$ cat src/rtl/zbuf_pkg.sv
// zbuf_pkg: shared constants and helpers for the z-buffer address generator.
// The per-instance widths (pixel x/y, pixel index) depend on the screen
// parameters of each instance, so they are derived in the top level with
// zbuf_clog2 rather than fixed here.
package zbuf_pkg;

  // Side of one square memory tile in the tiled layout, as a power of two (8x8).
  localparam int TILE_LOG2 = 3;

  // Ceiling log2 usable in constant expressions; zbuf_clog2(1) = 0.
  function automatic int zbuf_clog2(input int value);
    int res;
    int rem;
    res = 0;
    rem = value - 1;
    while (rem > 0) begin
      res = res + 1;
      rem = rem >> 1;
    end
    return res;
  endfunction

endpackage

$ cat src/rtl/zbuf_pipe_stage.sv
// zbuf_pipe_stage: one elastic valid/ready register slice.
// The slice loads whenever it is empty or its current contents leave this
// cycle, so an empty slice never blocks the one upstream of it. Data is
// cleared on reset so a flushed pipeline presents all-zero outputs.
module zbuf_pipe_stage
  import zbuf_pkg::*;
#(
  parameter int WIDTH = 8
) (
  input  logic             clk,
  input  logic             rst,
  input  logic             up_valid,
  output logic             up_ready,
  input  logic [WIDTH-1:0] up_data,
  output logic             dn_valid,
  input  logic             dn_ready,
  output logic [WIDTH-1:0] dn_data
);

  logic             valid_reg;
  logic [WIDTH-1:0] data_reg;

  assign up_ready = !valid_reg || dn_ready;
  assign dn_valid = valid_reg;
  assign dn_data  = data_reg;

  // Capture upstream data when there is room; hold steady while stalled.
  always_ff @(posedge clk) begin
    if (rst) begin
      valid_reg <= 1'b0;
      data_reg  <= '0;
    end else if (up_ready) begin
      valid_reg <= up_valid;
      if (up_valid) begin
        data_reg <= up_data;
      end
    end
  end

endmodule

$ cat src/rtl/zbuf_addr_gen.sv
// zbuf_addr_gen: normalised (x,y) fragment coordinate -> frame buffer byte
// address. Three elastic stages: S1 scales Q1.(COORD_W-1) coordinates to
// pixel units, S2 clamps to the screen and linearises, S3 adds the base
// address. A sideband tag travels alongside unchanged.
// Build option: define ZBUF_TILED_EN to use an 8x8 tiled pixel layout in S2
// instead of the default row-linear layout.
module zbuf_addr_gen
  import zbuf_pkg::*;
#(
  parameter int              SCREEN_W  = 640,
  parameter int              SCREEN_H  = 480,
  parameter int              COORD_W   = 16,
  parameter int              BPP_LOG2  = 1,
  parameter int              ADDR_W    = 32,
  parameter logic [ADDR_W-1:0] BASE_ADDR = '0,
  parameter int              TAG_W     = 16
) (
  input  logic               clk,
  input  logic               rst,
  input  logic               in_valid,
  output logic               in_ready,
  input  logic [COORD_W-1:0] in_x,
  input  logic [COORD_W-1:0] in_y,
  input  logic [TAG_W-1:0]   in_tag,
  output logic               out_valid,
  input  logic               out_ready,
  output logic [ADDR_W-1:0]  out_addr,
  output logic [TAG_W-1:0]   out_tag,
  output logic               out_oob
);

  // Clamped pixel coordinate widths and the pixel index width.
  localparam int PX_W  = zbuf_clog2(SCREEN_W);
  localparam int PY_W  = zbuf_clog2(SCREEN_H);
  localparam int PIX_W = zbuf_clog2(SCREEN_W * SCREEN_H);
  // Inputs reach almost 2.0, so the scaled value needs one extra bit to
  // detect overshoot before clamping.
  localparam int RAW_X_W  = PX_W + 1;
  localparam int RAW_Y_W  = PY_W + 1;
  // Full-width products: no bits dropped before the floor shift.
  localparam int PROD_X_W = COORD_W + PX_W;
  localparam int PROD_Y_W = COORD_W + PY_W;

  typedef struct packed {
    logic [RAW_X_W-1:0] px_raw;
    logic [RAW_Y_W-1:0] py_raw;
    logic [TAG_W-1:0]   tag;
  } s1_t;

  typedef struct packed {
    logic [PIX_W-1:0] pix;
    logic             oob;
    logic [TAG_W-1:0] tag;
  } s2_t;

  typedef struct packed {
    logic [ADDR_W-1:0] addr;
    logic              oob;
    logic [TAG_W-1:0]  tag;
  } s3_t;

  s1_t s1_next, s1_q;
  s2_t s2_next, s2_q;
  s3_t s3_next, s3_q;

  logic s1_valid, s2_valid, s3_valid;
  logic s1_ready, s2_ready, s3_ready;

  logic [PROD_X_W-1:0] prod_x;
  logic [PROD_Y_W-1:0] prod_y;
  logic [PX_W-1:0]     px;
  logic [PY_W-1:0]     py;
  logic [PIX_W-1:0]    tile_idx;

  // S1: scale normalised coordinates to pixel units (floor).
  always_comb begin
    prod_x         = PROD_X_W'(in_x) * PROD_X_W'(SCREEN_W - 1);
    prod_y         = PROD_Y_W'(in_y) * PROD_Y_W'(SCREEN_H - 1);
    s1_next.px_raw = RAW_X_W'(prod_x >> (COORD_W - 1));
    s1_next.py_raw = RAW_Y_W'(prod_y >> (COORD_W - 1));
    s1_next.tag    = in_tag;
  end

  // S2: clamp to the last pixel, flag overshoot, and form the pixel index.
  always_comb begin
    px = (s1_q.px_raw > RAW_X_W'(SCREEN_W - 1)) ? PX_W'(SCREEN_W - 1) : s1_q.px_raw[PX_W-1:0];
    py = (s1_q.py_raw > RAW_Y_W'(SCREEN_H - 1)) ? PY_W'(SCREEN_H - 1) : s1_q.py_raw[PY_W-1:0];
    s2_next.oob = (s1_q.px_raw > RAW_X_W'(SCREEN_W - 1)) ||
                  (s1_q.py_raw > RAW_Y_W'(SCREEN_H - 1));
    s2_next.tag = s1_q.tag;
`ifdef ZBUF_TILED_EN
    // Tile number first, then the 8x8 offset inside the tile.
    tile_idx    = PIX_W'(py >> TILE_LOG2) * PIX_W'(SCREEN_W >> TILE_LOG2) +
                  PIX_W'(px >> TILE_LOG2);
    s2_next.pix = (tile_idx << (2 * TILE_LOG2)) +
                  PIX_W'({py[TILE_LOG2-1:0], px[TILE_LOG2-1:0]});
`else
    tile_idx    = '0;
    s2_next.pix = PIX_W'(py) * PIX_W'(SCREEN_W) + PIX_W'(px);
`endif
  end

  // S3: scale pixel index to bytes and offset by the buffer base.
  always_comb begin
    s3_next.addr = BASE_ADDR + (ADDR_W'(s2_q.pix) << BPP_LOG2);
    s3_next.oob  = s2_q.oob;
    s3_next.tag  = s2_q.tag;
  end

  zbuf_pipe_stage #(.WIDTH($bits(s1_t))) u_s1 (
    .clk      (clk),
    .rst      (rst),
    .up_valid (in_valid),
    .up_ready (s1_ready),
    .up_data  (s1_next),
    .dn_valid (s1_valid),
    .dn_ready (s2_ready),
    .dn_data  (s1_q)
  );

  zbuf_pipe_stage #(.WIDTH($bits(s2_t))) u_s2 (
    .clk      (clk),
    .rst      (rst),
    .up_valid (s1_valid),
    .up_ready (s2_ready),
    .up_data  (s2_next),
    .dn_valid (s2_valid),
    .dn_ready (s3_ready),
    .dn_data  (s2_q)
  );

  zbuf_pipe_stage #(.WIDTH($bits(s3_t))) u_s3 (
    .clk      (clk),
    .rst      (rst),
    .up_valid (s2_valid),
    .up_ready (s3_ready),
    .up_data  (s3_next),
    .dn_valid (s3_valid),
    .dn_ready (out_ready),
    .dn_data  (s3_q)
  );

  // Nothing is accepted while reset is held.
  assign in_ready  = !rst && s1_ready;
  assign out_valid = s3_valid;
  assign out_addr  = s3_q.addr;
  assign out_tag   = s3_q.tag;
  assign out_oob   = s3_q.oob;

endmodule

$ cat config.mk
export PLATFORM = sky130hd
export DESIGN_NAME = zbuf_addr_gen
export DESIGN_NICKNAME = d
export VERILOG_FILES = /design/src/rtl/zbuf_pkg.sv /design/src/rtl/zbuf_pipe_stage.sv /design/src/rtl/zbuf_addr_gen.sv
export SDC_FILE = /design/constraint.sdc
export NUM_CORES = 1
export LEC_CHECK = 0
export BUFFER_PORTS_ARGS = -buffer_cell sky130_fd_sc_hd__buf_2
export CAP_MARGIN = 20
export CORE_ASPECT_RATIO = 2
export CORE_MARGIN = 5
export CORE_UTILIZATION = 56
export CTS_CLUSTER_SIZE = 20
export DETAILED_ROUTE_END_ITERATION = 10
export GPL_TIMING_DRIVEN = 0
export PLACE_DENSITY = 0.79
export RECOVER_POWER = 25
export REMOVE_ABC_BUFFERS = 1
export SLEW_MARGIN = 20
export SYNTH_ARGS = -nofsm -noshare
export SYNTH_HDL_FRONTEND = slang
export SYNTH_SLANG_ARGS = --single-unit
$ cat constraint.sdc
create_clock -name clk -period 5.2 [get_ports clk]
set_clock_uncertainty 0.1 [all_clocks]
set_input_delay 0.52 -clock clk [delete_from_list [all_inputs] [get_ports clk]]
set_output_delay 0.52 -clock clk [all_outputs]
set_load 0.05 [all_outputs]
==> summary.md <==
| Metric | Value |
|---|---|
| Outcome | complete, no violations |
| Share of cells above drive strength 1 | 0.09091 |
| Inserted Diodes | 0 |
| CTS buffer count | 9 |
| Non-Filler Instances | 1553 |
| Max_cap viols | 0 |
| Ratio of final minimum period to clock period | 0.9871 |
| Crit Reg-Reg Endpoint | u_s2.dn_data[34] |
| DRC viols | 0 |
| Cell depth of the worst min-delay path | 3 |
| CTS tree | yes |
| Drt wl/cell | 14.71 um |
| Total clock sinks | 112 |
| TritonRoute pass-1 iters | 5 |
| Post-layout nets | 1618 |
| Hold worst-path end | u_s1.dn_data[6] |
| Fraction of registers with async set/reset | 0 |
| Pin count of the biggest net entering global routing | 83 |
| Most frequent CP cell | fa_1 |
| Initial antenna violation count | 0 |
| Vias per cell | 5.262 |
| Leak | 5.678 nW |
| WHS | 315.9 ps |
| Placed cells | 1531 |
| Reg2reg start | u_s1.dn_data[23] |
| FMAX | 194.8 MHz |
| CP max stage cell | fa_1 |
| Final setup violation count | 0 |
| CTS root buf | clkbuf_16 |
| Area Growth Syn to Fin | 10.90% |
| Total congestion overflow | 0 |
| Crit Path Max Fanout | 5 |
| Tightest Pin Transition | 807.7 ps |
| Mapped Cells | 1220 |
| Number of library cell types mapped by synthesis | 55 |
| Post-Route WL | 22840 um |
| CP Class | input pin to flop |
| Clock Path Buffers | 2 |
| Total GRT Usage | 0.2124 |
| RePlAce Congestion | 0.8742 |
| Vias in the first global route | 8548 |
| Cell area after synthesis | 10710 um2 |
| Worst Setup End Kind | flop |
| EDFF count, synth | 0 |
| Main synth FF type | dfxtp_1 |
| Max Transition Viols Final | 0 |
| Ys Warns | 0 |
| Total number of vias | 8172 |
| Die H | 205.6 um |
| TNS Setup | 0 ps |
| Effective utilization at floorplan | 0.5689 |
| Hold Buf Count CTS | 0 |
| Hold WC Path Type | input pin to flop |
| Post-DP HPWL | 18780 um |
| Final ANT Viol Nets | 0 |
| Pwr Total | 6.903 mW |
| R2r setup slk | 1370 ps |
| CP max stage delay | 600 ps |
| Core Rows | 71 |
| Die width | 107.8 um |
| CTS clk-pin slew, worst paths | 70 ps |
| Power Density | 581.0 nW/um2 |
| CTS HTree Levels | 3 |
| Crit path cell chain | buf_2 > fa_1 > inv_1 > fa_1 > inv_1 > fa_1 > fa_1 > inv_1 > fa_1 > inv_1 > ha_1 > nand2_2 > nor3_2 > o211a_1 > o21ai_4 > a21boi_2 > mux2_4 > o22ai_2 |
| First-pass GRT wire length | 38240 um |
| Syn Area/Cell | 8.782 um2 |
| Iter 0 DRT Violations | 328 |
| Worst EP arrival | 5300 ps |
| Peak supply drop | 316.7 uV |
| I/O pin cnt | 103 |
| Seq/Total Area, Yosys | 0.2093 |
| #FFs+latches synth | 112 |
| Relative slew margins | 0.4596 |
| Worst min-delay path startpoint | in_tag[6] |
| WP data required | 5360 ps |
| Core Area | 18830 um2 |
| # port buffers | 89 |
| Startpoint type of the worst setup path | input pin |
| Latest clock arrival within the worst-skew pair | 340 ps |
| Min cycle time layout | 5133 ps |
| Die Area | 22170 um2 |
| R2R depth | 12 |
| Final hold vios | 0 |
-- synthesized netlist by cell type, drive strengths merged, types with 9 or more instances --
master,count,area share
fa,135,0.25
ha,138,0.16
inv,227,0.080
a21o,12,0.0084
xnor2,16,0.013
a211oi,11,0.0077
nand2b,11,0.0064
nand3,14,0.0065
buf,14,0.0096
clkbuf,36,0.013
xor2,12,0.0098
nand2,179,0.063
o21ai,30,0.014
nor3,18,0.0084
nor2b,9,0.0053
nor2,52,0.018
a21oi,118,0.055
dfxtp,112,0.21
-- timing repair --
item                       in CTS  in global routing
pin swaps                       0                 11
buffers inserted                0                  6
setup endpoints to repair       4                  8
resized for setup               5                 26
hold endpoints to repair        0                  0
-- per-stage QoR --
step           setup slack [ps]  cell area, um2  utilization
2_1_floorplan             71.10           10520            -
3_3_place_gp             -458.2           11290       0.5993
3_5_place_dp             -555.6           11450       0.6082
4_1_cts                  -22.09           11750       0.6240
5_1_grt                  -53.03           11880       0.6309
6_report                  67.15           11880       0.6309
-- worst max path at each step --
stage / startpoint / end / slack [ps] / depth (start not counted)
floorplan: in_x[9] / u_s1.dn_data[30] / 70 / 17
global placement: in_x[7] / u_s1.dn_data[30] / -460 / 20
detailed placement: in_x[7] / u_s1.dn_data[30] / -560 / 20
CTS: in_x[7] / u_s1.dn_data[32] / -20 / 20
global route: in_x[11] / u_s1.dn_data[30] / -50 / 18
finish: in_x[11] / u_s1.dn_data[30] / 70 / 18
-- worst max-delay path, delay by kind of cell --
family	cells	cell delay [ps]
simple gates	2	360
fa+ha+maj	6	3100
mux	1	320
buf+inv	5	380
compound gates	4	630
-- cell type report --
cell class	count	area, um2
Multi-Input combinational cell	843	7592
Fill cell	1591	6952
Sequential cell	112	2242
Inverter	227	859.6
Timing Repair Buffer	100	591.8
Tap cell	255	319.1
Clock buffer	12	246.5
Clock inverter	4	30.03
-- sequential cells by signal, summed over array words and instances (netlist names) --
signal / count
u_s1.dn_data: 37
u_s2.dn_data: 36
u_s3.dn_data: 36
u_s2.dn_valid: 1
u_s3.dn_valid: 1
u_s1.dn_valid: 1
-- per-layer routing --
| layer | GRT usage | vias up | routed length [um] | share of wire |
|---|---|---|---|---|
| met1 | 0.2135 | 3923 | 8289 | 0.36 |
| met2 | 0.4312 | 182 | 13130 | 0.58 |
| met4 | 0.08081 | 0 | 631 | 0.028 |
| met3 | 0.02135 | 48 | 783 | 0.034 |
| met5 | 0 | - | 0 | 0 |
| li1 | - | 4019 | - | - |
-- cells in the final DEF, fill, tap and decap left out, types with 5 or more instances in the layout --
| master | instances |
|---|---|
| dfxtp_1 | 112 |
| fa_1 | 134 |
| a31oi_1 | 5 |
| buf_2 | 51 |
| nand3b_1 | 7 |
| nor2_1 | 52 |
| xnor2_1 | 16 |
| nor3_1 | 17 |
| o21ai_0 | 26 |
| inv_1 | 224 |
| buf_4 | 8 |
| a21oi_1 | 115 |
| nor2b_1 | 8 |
| a211oi_1 | 11 |
| ha_1 | 133 |
| clkbuf_1 | 37 |
| nand2b_1 | 10 |
| nand2_1 | 175 |
| clkbuf_16 | 9 |
| o21a_1 | 7 |
| nand3_1 | 14 |
| buf_16 | 5 |
| conb_1 | 13 |
| a21o_1 | 12 |
| xor2_1 | 12 |
-- cells by family (layout without fill, tap and decap cells) --
family                     count (synthesis)  after routing  share of synthesized area
AOI/OAI and AO/OA                        217            217                     0.1227
DFF                                      112            112                     0.2093
muxes                                      5              5                   0.004788
xor gates and xnor gates                  28             28                    0.02289
buffers and inverters                    277            343                     0.1017
other                                      1             13                  0.0003500
and+or+nand+nor                          307            307                     0.1248
adders and majority gates                273            273                     0.4134
-- power by group --
group	leakage [nW]	switching [mW]	internal, mW	total [mW]
clock network	0.133	0.299	0.339	0.639
registers	0.914	0.0459	0.951	0.997
logic	4.63	3.02	2.25	5.27
No activity file was read; power rests on OpenSTA's default activity.
